===== src/rtl/reg_scoreboard_if.sv =====
// rtl/reg_scoreboard_if.sv - decode/writeback handshake bundle for the register scoreboard
//
// Purpose: carries the decode-stage issue request, the long-latency writeback
// and the flush, plus the combinational stall answer from the scoreboard.
// Signals:
//   issue_valid        decode requests issue this cycle
//   issue_regwrite_en  issuing instruction writes a register
//   issue_long         issuing instruction is long-latency
//   issue_rd           destination register
//   addr1, addr2       source registers
//   uses_op1, uses_op2 source is actually read
//   wb_valid, wb_addr  long-latency writeback this cycle
//   flush              decode-stage instruction squashed this cycle
//   stall              hold decode (driven by the scoreboard)
// Modports: master = decode/pipeline side, slave = scoreboard.

interface reg_scoreboard_if;
  logic       issue_valid;
  logic       issue_regwrite_en;
  logic       issue_long;
  logic [4:0] issue_rd;
  logic [4:0] addr1;
  logic [4:0] addr2;
  logic       uses_op1;
  logic       uses_op2;
  logic       wb_valid;
  logic [4:0] wb_addr;
  logic       flush;
  logic       stall;

  modport master (
    output issue_valid, issue_regwrite_en, issue_long, issue_rd,
    output addr1, addr2, uses_op1, uses_op2,
    output wb_valid, wb_addr, flush,
    input  stall
  );

  modport slave (
    input  issue_valid, issue_regwrite_en, issue_long, issue_rd,
    input  addr1, addr2, uses_op1, uses_op2,
    input  wb_valid, wb_addr, flush,
    output stall
  );
endinterface


===== src/rtl/reg_scoreboard.sv =====
// rtl/reg_scoreboard.sv - pending-long-write scoreboard with RAW/WAW stall and stall watchdog
//
// Purpose: tracks registers with an outstanding long-latency write, stalls
// decode on RAW/WAW hazards against them, and counts stall cycles.
// Ports:
//   clk           single clock, rising edge
//   reset         asynchronous active-low reset
//   sb            reg_scoreboard_if.slave (issue/writeback/flush in, stall out)
//   busy_vector   per-register pending-long-write bits (bit 0 always 0)
//   outstanding   number of set bits in busy_vector
//   stall_cycles  saturating count of stalled cycles
//   timeout       sticky: stall held for more than 255 consecutive cycles

module reg_scoreboard (
  input  logic             clk,
  input  logic             reset,
  reg_scoreboard_if.slave  sb,
  output logic [31:0]      busy_vector,
  output logic [5:0]       outstanding,
  output logic [15:0]      stall_cycles,
  output logic             timeout
);

  logic [31:0] wb_mask;
  logic [31:0] set_mask;
  logic [31:0] eff_busy;
  logic        raw1;
  logic        raw2;
  logic        waw;
  logic        stall;
  logic        accept;
  logic        eff_clear;
  logic [7:0]  stall_run;

  always_comb begin
    wb_mask  = '0;
    set_mask = '0;
    if (sb.wb_valid) wb_mask[sb.wb_addr] = 1'b1;

    // A writeback landing this cycle already resolves its hazard.
    eff_busy = busy_vector & ~wb_mask;

    raw1  = sb.uses_op1 & eff_busy[sb.addr1];
    raw2  = sb.uses_op2 & eff_busy[sb.addr2];
    waw   = sb.issue_regwrite_en & eff_busy[sb.issue_rd];
    stall = sb.issue_valid & ~sb.flush & (raw1 | raw2 | waw);

    accept = sb.issue_valid & ~stall & ~sb.flush & sb.issue_regwrite_en &
             sb.issue_long & (sb.issue_rd != 5'd0);
    if (accept) set_mask[sb.issue_rd] = 1'b1;

    // Writebacks to idle registers are ignored so the count cannot drift.
    eff_clear = |(busy_vector & wb_mask);
  end

  assign sb.stall = stall;

  // Clear before set so a same-cycle issue to the written-back register keeps its bit.
  always_ff @(posedge clk or negedge reset) begin
    if (!reset) begin
      busy_vector <= '0;
      outstanding <= '0;
    end else begin
      busy_vector <= (busy_vector & ~wb_mask) | set_mask;
      if (accept && !eff_clear) begin
        outstanding <= outstanding + 6'd1;
      end else if (eff_clear && !accept) begin
        outstanding <= outstanding - 6'd1;
      end
    end
  end

  always_ff @(posedge clk or negedge reset) begin
    if (!reset) begin
      stall_cycles <= '0;
      stall_run    <= '0;
      timeout      <= 1'b0;
    end else begin
      if (stall && (stall_cycles != 16'hFFFF)) begin
        stall_cycles <= stall_cycles + 16'd1;
      end
      // stall_run holds at 255; one more stalled cycle trips the watchdog.
      if (!stall) begin
        stall_run <= '0;
      end else if (stall_run != 8'hFF) begin
        stall_run <= stall_run + 8'd1;
      end else begin
        timeout <= 1'b1;
      end
    end
  end

endmodule


===== src/flat_wrapper.sv =====
// flat-port wrapper written by rule: the top's interface ports become plain ports
module reg_scoreboard_flat 
  (clk, reset, busy_vector, outstanding, stall_cycles, timeout, sb_issue_valid, sb_issue_regwrite_en, sb_issue_long, sb_issue_rd, sb_addr1, sb_addr2, sb_uses_op1, sb_uses_op2, sb_wb_valid, sb_wb_addr, sb_flush, sb_stall);
  reg_scoreboard_if sb_i ();
  input  logic clk;
  input  logic reset;
  output logic [31:0] busy_vector;
  output logic [5:0] outstanding;
  output logic [15:0] stall_cycles;
  output logic timeout;
  input wire logic [$bits(sb_i.issue_valid)-1:0] sb_issue_valid;
  input wire logic [$bits(sb_i.issue_regwrite_en)-1:0] sb_issue_regwrite_en;
  input wire logic [$bits(sb_i.issue_long)-1:0] sb_issue_long;
  input wire logic [$bits(sb_i.issue_rd)-1:0] sb_issue_rd;
  input wire logic [$bits(sb_i.addr1)-1:0] sb_addr1;
  input wire logic [$bits(sb_i.addr2)-1:0] sb_addr2;
  input wire logic [$bits(sb_i.uses_op1)-1:0] sb_uses_op1;
  input wire logic [$bits(sb_i.uses_op2)-1:0] sb_uses_op2;
  input wire logic [$bits(sb_i.wb_valid)-1:0] sb_wb_valid;
  input wire logic [$bits(sb_i.wb_addr)-1:0] sb_wb_addr;
  input wire logic [$bits(sb_i.flush)-1:0] sb_flush;
  output wire logic [$bits(sb_i.stall)-1:0] sb_stall;
  assign sb_i.issue_valid = sb_issue_valid;
  assign sb_i.issue_regwrite_en = sb_issue_regwrite_en;
  assign sb_i.issue_long = sb_issue_long;
  assign sb_i.issue_rd = sb_issue_rd;
  assign sb_i.addr1 = sb_addr1;
  assign sb_i.addr2 = sb_addr2;
  assign sb_i.uses_op1 = sb_uses_op1;
  assign sb_i.uses_op2 = sb_uses_op2;
  assign sb_i.wb_valid = sb_wb_valid;
  assign sb_i.wb_addr = sb_wb_addr;
  assign sb_i.flush = sb_flush;
  assign sb_stall = sb_i.stall;
  reg_scoreboard u_core (.clk(clk), .reset(reset), .sb(sb_i), .busy_vector(busy_vector), .outstanding(outstanding), .stall_cycles(stall_cycles), .timeout(timeout));
endmodule

===== config.mk =====
export PLATFORM = sky130hd
export DESIGN_NAME = reg_scoreboard_flat
export DESIGN_NICKNAME = d
export VERILOG_FILES = /design/src/rtl/reg_scoreboard_if.sv /design/src/rtl/reg_scoreboard.sv /design/src/flat_wrapper.sv
export SDC_FILE = /design/constraint.sdc
export NUM_CORES = 1
export LEC_CHECK = 0
export ABC_AREA = 1
export CORE_UTILIZATION = 41
export CTS_CLUSTER_SIZE = 20
export DETAILED_ROUTE_END_ITERATION = 7
export PLACE_DENSITY = 0.71
export SYNTH_ARGS = -nofsm -noshare
export SYNTH_HDL_FRONTEND = slang
export SYNTH_SLANG_ARGS = --single-unit

===== constraint.sdc =====
create_clock -name clk -period 3.3 [get_ports clk]
set_clock_uncertainty 0.05 [all_clocks]
set_input_delay 0.33 -clock clk [delete_from_list [all_inputs] [get_ports clk]]
set_output_delay 0.33 -clock clk [all_outputs]
set_load 0.005 [all_outputs]

---- After elaboration in Yosys (flattened, before gate mapping) ----
Index checks and enable logic that the tools add are counted.
operators by class
  $add $sub $neg .......................... 4
  multipliers ............................. 0
  div/mod/pow operators ................... 0
  magnitude comparators ................... 6
  equal/unequal tests ..................... 3
  shift operators ......................... 0
  muxes and demuxes ....................... 16
  bitwise logic cells ..................... 19
  reductions and logical operators ........ 11
operators by type and width
  cell                     number
  $and A32 B32 Y32         2
  $mux W32                 2
  $not A32 Y32             1
  $or A32 B32 Y32          1
  $reduce_or A32 Y1        1
  $lt A5 B6 Y1 const B     4
  $add A16 B1 Y16 const B  1
  $mux W8                  2
  $ne A16 B16 Y1 const B   1
  $bmux W1 S5              3
  $mux W6                  2
  $and A1 B1 Y1            10
  $demux W1 S5             2
  $ge A5 B1 Y1 const B     2
  $add A8 B1 Y8 const B    1
  $ne A8 B8 Y1 const B     1
  $add A6 B1 Y6 const B    1
  $sub A6 B1 Y6 const B    1
  $logic_and A1 B1 Y1      5
  $mux W1                  5
  $reduce_bool A5 Y1       1
  $not A1 Y1               3
  $logic_not A1 Y1         2
  $ne A2 B2 Y1 const B     1
  3 further kinds          4
word-level totals
  register bits after elaboration ......... 63
  latch bits .............................. 0
  memory bits (writable) .................. 0
  ROM bits ................................ 0
  input port bits ......................... 29
  word-level logic and storage cells ...... 64
  memories kept ........................... 0

---- Depth between registers and ports, before layout ----
  depth in word-level cells ............... 23
  gate-level depth with buffers ........... 28
  gate-level depth less buffers ........... 26

---- Worst setup path after synthesis ----
Ideal clock, no wire load.
  path type ............................... input to register
  from .................................... input sb_wb_addr[3]
  to ...................................... register u_core.outstanding[5]
  setup time .............................. 0.123 ns
  data arrival time ....................... 3.296 ns
  data required time ...................... 3.127 ns
  setup slack ............................. -0.169 ns
  cell stages on the path ................. 27
  buffers on the path ..................... 2
  path through ............................ buf_4 > inv_1 > nand2_1 > nor2_1 > nand2_1 > nand3_1 > nand3_1 > nand3_1 > nand2_1 > nand2_1 > nand3_1 > nand3_1 > nand3_4 > nor2_4 > buf_4 > ha_1 > inv_1 > ha_1 > a21oi_1 > inv_1 > a31oi_1 > nor2_1 > nor2_1 > nor2_1 > o21ai_0 > nand3_1 > xnor2_1
between the ends
  cells in the longest elaborated chain, start to end .. 22
  elaborated cells between the ends (all ways) .. 34
  those cells by class .................... order compare: 2; mux: 10; bitwise: 15; reduce/logical: 7
RTL lines
  what                                                                       RTL line                                    text
  start, declared                                                            flat_wrapper.sv:20                          input wire logic [$bits(sb_i.wb_addr)-1:0] sb_wb_addr;
  $lt A5 B6 Y1 (implied by the code) / $ge A5 B1 Y1 (equally long branches)  reg_scoreboard.sv:38                        if (sb.wb_valid) wb_mask[sb.wb_addr] = 1'b1;
  $logic_and A1 B1 Y1 (implied by the code)                                  reg_scoreboard.sv:38
  $mux W1 (implied by the code)                                              reg_scoreboard.sv:38
  $demux W1 S5 *                                                             --
  $mux W32 *                                                                 reg_scoreboard.sv:38
  $not A32 Y32                                                               reg_scoreboard.sv:41                        eff_busy = busy_vector & ~wb_mask;
  $and A32 B32 Y32                                                           reg_scoreboard.sv:41
  $bmux W1 S5 (on tied branches)                                             reg_scoreboard.sv:43, reg_scoreboard.sv:44
  (+2 left out)                                                              --
  $or A1 B1 Y1 (2 in series)                                                 reg_scoreboard.sv:46                        stall = sb.issue_valid & ~sb.flush & (raw1 | raw2 | waw);
  $and A1 B1 Y1                                                              reg_scoreboard.sv:46
  $not A1 Y1                                                                 reg_scoreboard.sv:48                        accept = sb.issue_valid & ~stall & ~sb.flush & sb.issue_regwrite_en &
  $and A1 B1 Y1 (4 in series)                                                reg_scoreboard.sv:48
  $and A1 B1 Y1                                                              reg_scoreboard.sv:49                        sb.issue_long & (sb.issue_rd != 5'd0);
  $logic_not A1 Y1                                                           reg_scoreboard.sv:67                        end else if (eff_clear && !accept) begin
  $logic_and A1 B1 Y1                                                        reg_scoreboard.sv:67
  $reduce_bool A2 Y1 (no line)                                               --
  end signal, assigned                                                       reg_scoreboard.sv:66                        outstanding <= outstanding + 6'd1;
  end signal, assigned                                                       reg_scoreboard.sv:68                        outstanding <= outstanding - 6'd1;
  end, declared                                                              reg_scoreboard.sv:19                        output logic [5:0] outstanding,
Every way passes the cells marked *; elsewhere a longest branch is shown, timed or not. The select of a mux whose other input is x is not followed.
A chain may end at the register's enable or synchronous reset.

---- Final worst setup path ----
Same ends and word-level chain as after synthesis.

==> results by stage <==
Place:
- Port buffering added 84 buffers.
- The placed cell area is 6450 um2.
- The congestion estimate from routability-driven global placement came to 0.948.
- Summed over all nets, the half-perimeter wirelength after detailed placement is 12800 um.
- After detailed placement, the design holds a cell count of 1041.

Critical path:
- The dominant delay contributor by cell family on the critical path is simple AND/OR/NAND/NOR gates.
- The worst setup path is launched from an input pin.
- Of all nets on the critical path, the largest fanout is 6.
- The critical path data arrival time is 3.34 ns.
- The signal on the critical path passes through buf_4, buf_6, nor3_4, nand2_2, nand2_2, nand2_1, nand2_1, o21ai_1, nand3_1, nand2_1, nand3_2, nand3_4, nor2_4, ha_4, inv_4, ha_4, buf_4, a31oi_2, nor2_1, nor2_1, nor2_1, o21ai_1, nand3_1, xnor2_1.
- On the critical path, the stage with the largest delay is an instance of sky130_fd_sc_hd__nor3_4.
- The worst setup path is captured at a flip-flop.
- Together, buffers and inverters on the worst path number 4.
- On the worst path, the slowest cell contributes a delay of 0.35 ns.
- The type of the worst setup path is in2reg.
- The required arrival time at the worst endpoint is ~3.5 ns.

STA:
- The total negative slack is 0 ns.
- The worst path needs 3.17 ns of the cycle, external delays included.
- The final max-slew violation count is 0.
- The worst path uses 96.0% of the clock period.
- The worst hold-check slack is 0.00373 ns.
- For the pin with the worst max-slew slack, the measured transition is 0.725 ns.
- The number of endpoints failing setup at the final stage is 0.
- The remaining max-slew budget at the tightest pin is 51.7%.
- The achievable clock frequency is 316 MHz.
- The total count of hold-check failures in the final report was 0.

Yosys:
- The post-synthesis register bit count is 63.
- Sorting the synthesized cells by area gives the leading types as sky130_fd_sc_hd__dfrtp_1 33%, sky130_fd_sc_hd__nand2_1 19%, sky130_fd_sc_hd__nand3_1 14%, sky130_fd_sc_hd__nor2_1 6.1%, sky130_fd_sc_hd__inv_1 5.7%.
- The biggest area contributor in the post-synthesis netlist is sky130_fd_sc_hd__dfrtp_1.
- The synthesized netlist occupies a cell area of between 4000 and 5000 um2.
- Synthesis handed over a netlist of 740 instances.
- The warning count from the yosys run is 0.
- The post-synth net total is 777.
- The distinct cell type count after synthesis is 38.
- The average cell area after synthesis is 6.44 um2.
- The portion of the post-synthesis area used by sequential elements is approximately a third.
- Summed over its instances, the top area cell type makes up 33.1% of the synthesized netlist area.

GRT:
- For this run, the total global-route usage over all layers was measured as 29.3%.
- Entering global routing, the biggest net connects 32 pins.
- The initial antenna violation count is 0.
- The number of global-route vias before repair is around 5400.
- The first-pass GRT wire length is 27000 um.
- Summed over all layers, the global routing overflow is 0.

Detailed routing:
- The first detailed-routing pass ran for 6 iterations.
- The residual DRC count is 0.
- Dividing the detail-routed wire length by the instance count gives between 15 and 20 um.
- The vias per cell is 5.42.
- After the first detailed-routing iteration, the DRC count stood at 510.
- The detail route stage leaves a number of antenna-violating nets equal to 0.
- The total wire length after detailed routing is 17300 um.
- The total number of vias is 5793.

Clock tree:
- The number of clock sinks is 63.
- The clock buffer count from CTS is 9.
- In this run the clock root is driven by a sky130_fd_sc_hd__clkbuf_16.
- The largest buffer count on any clock path is 2.
- In this run the number of H-tree levels came out at 3.
- TritonCTS built the clock tree.
- The register clock-pin slew on the reported worst setup and hold paths is 0.05 ns.
- The clock insertion delay at the later pin of the skew report is 0.33 ns.

Outcome:
- The run finished with clean final reports.

Cells and area:
- Of the cells placed in the final design, the portion with a size suffix greater than 1 is 24.6%.
- The finished cells cover 7250 um2.
- In the layout the commonest cells are 218 x sky130_fd_sc_hd__nand2_1, 112 x sky130_fd_sc_hd__nand3_1, 103 x sky130_fd_sc_hd__buf_4.
- The count of non-filler cells in the finished layout is 1068.
- The number of antenna diodes is 0.
- The leading cell type in the layout, fill and taps excluded is sky130_fd_sc_hd__nand2_1.
- The layout overhead on the synthesized area is 52.0%.
- The final layout contains 958 nets.

Die:
- The boundary pin count is 85.
- The initial core utilization is a little over two fifths.
- The floorplan core area is 11400 um2.
- The chip width is 110 um.
- After floorplanning, the core was divided into 39 placement rows.
- The floorplan step set the die height to 110 um.
- The full die area is ~12000 um2.

Power and ir drop:
- The overall power is 3170 uW.
- The cell area power density is ~440 nW/um2.
- The peak supply drop is 0.323 mV.
- The leakage power is 0.00345 uW.

Run:
- Max-cap violations in this run came to 0.

Min path:
- The path class of the lowest-slack min-delay path is in2async.
[routing by layer]
layer | up-vias | track usage, % | share of wire (%)
met2 | 312 | 47.4 | 48
li1 | 2782 | - | -
met3 | 32 | 4.98 | 8.1
met4 | 0 | 11.3 | 2.3
met1 | 2667 | 39.0 | 42
met5 | - | 0 | 0
[power breakdown]
group	internal (uW)	switching, uW	total (uW)
clock network	717	332	1050
logic	577	538	1120
registers	876	132	1010
[cells in the mapped netlist]
| cell | number |
|---|---|
| sky130_fd_sc_hd__nand2_1 | 243 |
| sky130_fd_sc_hd__nand3_1 | 138 |
| sky130_fd_sc_hd__nor2_1 | 77 |
| sky130_fd_sc_hd__inv_1 | 72 |
| sky130_fd_sc_hd__dfrtp_1 | 63 |
| sky130_fd_sc_hd__nand4_1 | 22 |
| sky130_fd_sc_hd__xor2_1 | 16 |
| sky130_fd_sc_hd__a21oi_1 | 12 |
| sky130_fd_sc_hd__buf_4 | 10 |
| sky130_fd_sc_hd__clkbuf_1 | 9 |
| sky130_fd_sc_hd__ha_1 | 7 |
| sky130_fd_sc_hd__nor2_2 | 7 |
| sky130_fd_sc_hd__o21ai_0 | 7 |
| sky130_fd_sc_hd__o22ai_1 | 7 |
| sky130_fd_sc_hd__nor3_1 | 5 |
| sky130_fd_sc_hd__xnor2_1 | 5 |
| sky130_fd_sc_hd__a31oi_1 | 4 |
| sky130_fd_sc_hd__buf_2 | 4 |
| sky130_fd_sc_hd__o21ai_1 | 4 |
| sky130_fd_sc_hd__a221oi_1 | 3 |
| sky130_fd_sc_hd__inv_2 | 3 |
| sky130_fd_sc_hd__nor4_1 | 3 |
| sky130_fd_sc_hd__nor3_4 | 2 |
| sky130_fd_sc_hd__o211ai_1 | 2 |
| sky130_fd_sc_hd__or2_2 | 2 |
| sky130_fd_sc_hd__a21boi_1 | 1 |
| sky130_fd_sc_hd__a22o_1 | 1 |
| sky130_fd_sc_hd__a311oi_1 | 1 |
| sky130_fd_sc_hd__and2_1 | 1 |
| sky130_fd_sc_hd__buf_1 | 1 |
| sky130_fd_sc_hd__clkinv_1 | 1 |
| sky130_fd_sc_hd__fa_1 | 1 |
| sky130_fd_sc_hd__nand3_2 | 1 |
| sky130_fd_sc_hd__nand3_4 | 1 |
| sky130_fd_sc_hd__nor2_4 | 1 |
| sky130_fd_sc_hd__nor3b_1 | 1 |
| sky130_fd_sc_hd__o2111ai_1 | 1 |
| sky130_fd_sc_hd__o21bai_1 | 1 |
[path summary, 6_finish.rpt]
path	end	start	cells after the start	slack [ns]
max	u_core.outstanding[5]	sb_wb_addr[3]	24	0.13
min	u_core.stall_cycles[2]	reset	1	0.004
max reg2reg	u_core.outstanding[5]	u_core.busy_vector[4]	20	0.20
min reg2reg	u_core.outstanding[5]	u_core.outstanding[5]	1	0.42
max in group asynchronous	u_core.busy_vector[23]	reset	2	2.46
min in group clk	u_core.outstanding[5]	u_core.outstanding[5]	1	0.42
[area by class of cell]
class                   count  area [um2]
repair inverters            1        7.51
clock buffers              12         267
fillers                   991        4120
repair buffers            191        1680
flip-flops and latches     63        1580
clock inverters             3        65.1
well taps                 143         179
inverters                  76         300
multi-input cells         579        3170
[flip-flops by register name, summed over array words and instances (netlist names)]
signal and flops:
u_core.outstanding 6, u_core.timeout 1, u_core.stall_run 8, u_core.stall_cycles 16, u_core.busy_vector 32
[cells by family (layout without fill, tap and decap cells)]
group / Yosys count / after routing / share of synthesized area [%]
and+or+nand+nor: 504 / 506 / 46.5
buffers and inverters: 100 / 283 / 8.77
AOI/OAI and AO/OA: 44 / 44 / 5.59
DFF: 63 / 63 / 33.1
xor gates and xnor gates: 21 / 21 / 3.86
adders and majority gates: 8 / 8 / 2.26
[worst reg2reg max path: stages, from the launching register on]
cell,delay [ns]
sky130_fd_sc_hd__dfrtp_1,0.43
sky130_fd_sc_hd__inv_1,0.09
sky130_fd_sc_hd__a21oi_1,0.29
sky130_fd_sc_hd__o21ai_1,0.10
sky130_fd_sc_hd__o21ai_1,0.20
sky130_fd_sc_hd__nand3_1,0.11
sky130_fd_sc_hd__nand2_1,0.09
sky130_fd_sc_hd__nand3_2,0.09
sky130_fd_sc_hd__nand3_4,0.08
sky130_fd_sc_hd__nor2_4,0.06
sky130_fd_sc_hd__ha_4,0.16
sky130_fd_sc_hd__inv_4,0.07
sky130_fd_sc_hd__ha_4,0.20
sky130_fd_sc_hd__buf_4,0.14
sky130_fd_sc_hd__a31oi_2,0.22
sky130_fd_sc_hd__nor2_1,0.09
sky130_fd_sc_hd__nor2_1,0.10
sky130_fd_sc_hd__nor2_1,0.06
sky130_fd_sc_hd__o21ai_1,0.14
sky130_fd_sc_hd__nand3_1,0.10
sky130_fd_sc_hd__xnor2_1,0.13
[per-stage QoR]
step / setup slack, ns / util [%]
4_1_cts: 0.0120 / 60.5
5_1_grt: -0.0853 / 63.8
2_1_floorplan: 0.0283 / -
3_5_place_dp: -0.717 / 56.8
6_report: 0.132 / 63.8
3_3_place_gp: -0.715 / 56.8
[timing repair]
item	CTS	global route
pin swaps	10	46
gates resized for setup	28	109
gates cloned	2	1
hold buffers	0	0
endpoints found under the hold margin	0	0
setup buffers	4	6
setup endpoints to repair	4	4
(Power assumes the default switching activity.)
